[config.mk]
export PLATFORM = sky130hd
export DESIGN_NAME = udp_payload_unpack
export DESIGN_NICKNAME = d
export VERILOG_FILES = /design/src/rtl/udp_payload_unpack.sv
export SDC_FILE = /design/constraint.sdc
export NUM_CORES = 1
export LEC_CHECK = 0
export BUFFER_PORTS_ARGS = -buffer_cell sky130_fd_sc_hd__clkbuf_2
export CAP_MARGIN = 20
export CORE_MARGIN = 1.5
export CORE_UTILIZATION = 31
export CTS_BUF_LIST = sky130_fd_sc_hd__clkbuf_8
export DETAILED_ROUTE_END_ITERATION = 12
export PLACE_DENSITY_LB_ADDON = 0.05
export SLEW_MARGIN = 10
export SYNTH_ARGS = -nofsm -noshare
export SYNTH_HDL_FRONTEND = slang
export SYNTH_SLANG_ARGS = --single-unit
[constraint.sdc]
create_clock -name clk -period 4.1 [get_ports clk]
set_input_delay 0.82 -clock clk [delete_from_list [all_inputs] [get_ports clk]]
set_output_delay 0.82 -clock clk [all_outputs]
set_load 0.01 [all_outputs]
[src/rtl/udp_payload_unpack.sv]
// Reassembles a fixed-length, MSB-first UDP payload from the 32-bit receive word stream.
// Results appear one cycle after rec_pkt_done; packets of the wrong length are dropped and counted.
module udp_payload_unpack #(
  parameter int PAYLOAD_BYTES = 11,
  parameter int PAYLOAD_BITS  = 88,
  parameter int WORDS         = 3
) (
  input  logic                    clk,
  input  logic                    rst,
  input  logic                    rec_en,
  input  logic [31:0]             rec_data,
  input  logic                    rec_pkt_done,
  input  logic [15:0]             rec_byte_num,
  output logic [PAYLOAD_BITS-1:0] o_payload,
  output logic                    payload_valid,
  output logic                    len_err,
  output logic [15:0]             pkt_cnt,
  output logic [15:0]             drop_cnt
);

  localparam int BW  = WORDS * 32;
  localparam int CW  = $clog2(WORDS + 2);
  localparam int CW1 = CW + 1;

  typedef enum logic [1:0] {IDLE, COLLECT, DISCARD} state_t;

  state_t        state;
  logic [CW-1:0] word_cnt;
  logic [BW-1:0] buffer;

  logic          store;
  logic [BW-1:0] buf_next;
  logic [CW1-1:0] eff_cnt;
  logic          accept;

  // A word arriving together with rec_pkt_done is part of the packet being judged,
  // so evaluation looks at the buffer and count as they will be after this cycle.
  always_comb begin
    store    = rec_en && (word_cnt < CW'(WORDS)) && (state != DISCARD);
    buf_next = store ? BW'({buffer, rec_data}) : buffer;
    eff_cnt  = {1'b0, word_cnt} + CW1'(rec_en);
    accept   = (rec_byte_num == 16'(PAYLOAD_BYTES)) && (eff_cnt == CW1'(WORDS));
  end

  always_ff @(posedge clk) begin
    if (rst) begin
      state         <= IDLE;
      word_cnt      <= '0;
      buffer        <= '0;
      o_payload     <= '0;
      payload_valid <= 1'b0;
      len_err       <= 1'b0;
      pkt_cnt       <= '0;
      drop_cnt      <= '0;
    end else begin
      payload_valid <= 1'b0;
      len_err       <= 1'b0;
      buffer        <= buf_next;

      if (rec_en && (word_cnt != CW'(WORDS + 1)))
        word_cnt <= word_cnt + CW'(1);

      case (state)
        IDLE:    if (rec_en) state <= COLLECT;
        COLLECT: if (rec_en && (word_cnt == CW'(WORDS))) state <= DISCARD;
        default: ;
      endcase

      if (rec_pkt_done) begin
        state    <= IDLE;
        word_cnt <= '0;
        if (accept) begin
          // Pad bytes in the low end of the last word fall off the bottom here.
          o_payload     <= buf_next[BW-1 -: PAYLOAD_BITS];
          payload_valid <= 1'b1;
          pkt_cnt       <= pkt_cnt + 16'd1;
        end else begin
          len_err  <= 1'b1;
          drop_cnt <= drop_cnt + 16'd1;
        end
      end
    end
  end

endmodule

==> results_dict.tcl <==
set metrics [dict create \
    skew_ns 0.0234 \
    yosysUniqueCellTypes 43 \
    dieArea_sq_um 27400 \
    drt-wirelength-per-cell_um 14.2 \
    finalMaxSlewViolations 0 \
    via_per_inst 4.67 \
    crit_start "rec_en" \
    core.rowCount 59 \
    slew_headroom_pct 49.4 \
    grt_pass1_wl_um 30400 \
    antenna_found_initial 0 \
    clock-sinks 223 \
    synth_fp_nets 896 \
    syn-cell-area_sq_um 8180 \
    power_leakage_uw 0.00417 \
    hpwlAfterDp_um 11800 \
    hold_buffers 0 \
    numCtsBuffers 41 \
    initial_core_util_pct 31.5 \
    vias 6349 \
    placedCellCount 1287 \
    wl_um 19200 \
    fp.dieH_um 165 \
    grt_pass1_vias 5847 \
    reg2reg_slack_ns 1.71 \
    fin_cells 1359 \
    port_buffers 173 \
    avgSynthCellArea_sq_um 9.78 \
    reg2reg_from "word_cnt[0]" \
    min_path_type "flop to flop" \
    ctsHtreeMaxLevel 2 \
    clk_pin_slew_worst_paths_ns 0.05 \
    crit_buf_inv 1 \
    slowest_delay_ns 0.56 \
    arrival_ns 2.94 \
    drc 0 \
    cp_cell_sequence "clkbuf_2 -> ha_1 -> ha_1 -> nor4b_1 -> and4b_1 -> a31o_2 -> or4_1 -> a21oi_1" \
    cp-end-kind "flop" \
    cp_max_fo 31 \
    rsz0062_at_grt "no" \
    tightest_slew_ns 0.759 \
    outcome "finished, final reports clean" \
    grt_use_total_pct 13.8 \
    layout-drive-gt1-share_pct 23.8 \
    ctsRootBufferMaster "clkbuf_8" \
    hold_viol 0 \
    yosysSeqAreaShare_pct 54.5 \
    fin_nets 1054 \
    cts_resized 0 \
    hold_path.startpoint "drop_cnt[15]" \
    crit_slowest_cell "or4_1" \
    io_pins 174 \
    tns_ns 0 \
    synthArstFlopShare_pct 0 \
    yosys_warnings 0 \
    synth_edf_count 0 \
    fin_crit_sh_pct 60.7 \
    max_cap_viol_count 0 \
    gp_congestion 0.700 \
    power_density_nw_per_um2 444 \
    ir_drop_v 0.000243 \
    drtIter0Drc 242 \
    clock_path_buffers 3 \
    cts_tree "built" \
    fp.coreArea_sq_um 26000 \
    grt_start_max_net_pins 103 \
    critPathMostFrequentCell "ha_1" \
    clock.fmax_mhz 402 \
    path_class "primary input to flop" \
    die_width_um 165 \
    period_minus_slack_ns 2.49 \
    required_ns 4.55 \
    syn_inst 837 \
    path_delay_family "simple AND/OR/NAND/NOR gates" \
    synth_seq_cells 223 \
    area_delta_synth_final_pct 23.7 \
    dr.pass1.iters 4 \
    grt-ovfl-total 0 \
    setup_viol 0 \
    synth_ff_type "dfxtp_1" \
    ant_nets 0 \
    start_kind "primary input" \
    postCtsSetupBuffers 0 \
    finalPower_uw 4490 \
    clk_latency_ns 0.54 \
]
==> worst paths after layout <==
| check | to | cells after the start |
|---|---|---|
| setup / recovery | drop_cnt[7] | 8 |
| hold / removal | drop_cnt[15] | 2 |
| setup reg to reg | drop_cnt[7] | 7 |
| hold reg to reg | drop_cnt[15] | 2 |
==> synthesized netlist by cell type (2+ instances only) <==
cell | count | area (sq um)
nand2b_1 | 2 | 12.5
dfxtp_1 | 223 | 4460
ha_1 | 7 | 87.6
clkbuf_1 | 30 | 113
buf_1 | 5 | 18.8
nand4b_1 | 2 | 17.5
o21ai_0 | 15 | 75.1
buf_2 | 25 | 125
or3_1 | 13 | 81.3
o31ai_1 | 12 | 90.1
mux2i_1 | 97 | 971
buf_4 | 4 | 30.0
nor2_1 | 197 | 739
inv_1 | 10 | 37.5
nor3_1 | 5 | 25.0
and3_1 | 2 | 12.5
and2_1 | 2 | 12.5
nand2_1 | 10 | 37.5
a211oi_1 | 88 | 661
or4_1 | 13 | 97.6
a21oi_1 | 31 | 155
and4_1 | 3 | 26.3
nand3_1 | 12 | 60.1
xnor2_1 | 2 | 17.5
nand4_1 | 9 | 56.3
==> metal layers <==
layer	part of all wire, %	wire length [um]	track usage [%]	vias to the layer above
met5	0	0	0	-
met1	47	8970	18.2	2874
met2	44	8370	20.5	136
met4	2.2	414	5.36	0
met3	7.7	1470	4.80	39
li1	-	-	-	3300
==> worst register-to-register path, delay by kind of cell, from the launching register on <==
kind                     cells  cell delay (ns)
AO/OA/AOI/OAI                2             0.59
flip-flops                   1             0.41
AND/OR/NAND/NOR              3             0.91
adder cells (fa/ha/maj)      2             0.42
==> power by group <==
| group | internal, uW | switching [uW] | leakage [uW] |
|---|---|---|---|
| registers | 2210 | 21.5 | 0.00181 |
| clock network | 1170 | 899 | 0.000474 |
| logic | 79.4 | 116 | 0.00189 |
| total | 3450 | 1040 | 0.00417 |
==> metrics by stage <==
stage	hold slack [ns]	utilization, %	instance area, sq um	worst slack, ns
2_1_floorplan	0.461	-	8180	1.46
3_3_place_gp	0.476	35.8	9310	1.09
3_5_place_dp	0.474	35.8	9310	1.06
4_1_cts	0.471	38.9	10100	1.64
5_1_grt	0.493	38.9	10100	1.43
6_report	0.478	38.9	10100	1.61
==> flip-flops by register name, indices dropped and copies added (netlist names) <==
signal	count
o_payload	88
word_cnt	3
len_err	1
pkt_cnt	16
buffer	96
state	2
payload_valid	1
drop_cnt	16
==> layout make-up <==
cell class	instances	area (sq um)
fillers	2711	15900
multi-input cells	539	3410
clock inverters	17	67.6
repair buffers	180	975
diodes	1	2.50
flip-flops and latches	223	4460
clock buffers	54	743
well taps	335	419
inverters	10	37.5
==> logic make-up (layout without fill, tap and decap cells) <==
kind of cell | count (synthesis) | after routing | share of synthesized area [%]
AO/OA/AOI/OAI | 154 | 154 | 12.8
multiplexers | 98 | 98 | 12.0
other | 0 | 1 | 0
AND/OR/NAND/NOR | 277 | 277 | 15.3
XOR/XNOR | 3 | 3 | 0.321
buffers and inverters | 75 | 261 | 4.02
flip-flops | 223 | 223 | 54.5
adder cells (fa/ha/maj) | 7 | 7 | 1.07
==> placed cells by master, fill, tap and decap left out, types with 13 or more instances in the layout <==
cell type	count
clkbuf_8	54
a21oi_1	31
dfxtp_1	223
o21ai_0	15
a211oi_1	88
or3_1	13
or4_1	13
inv_1	26
nor2_1	197
clkbuf_2	172
mux2i_1	97
(Power assumes the default switching activity.)
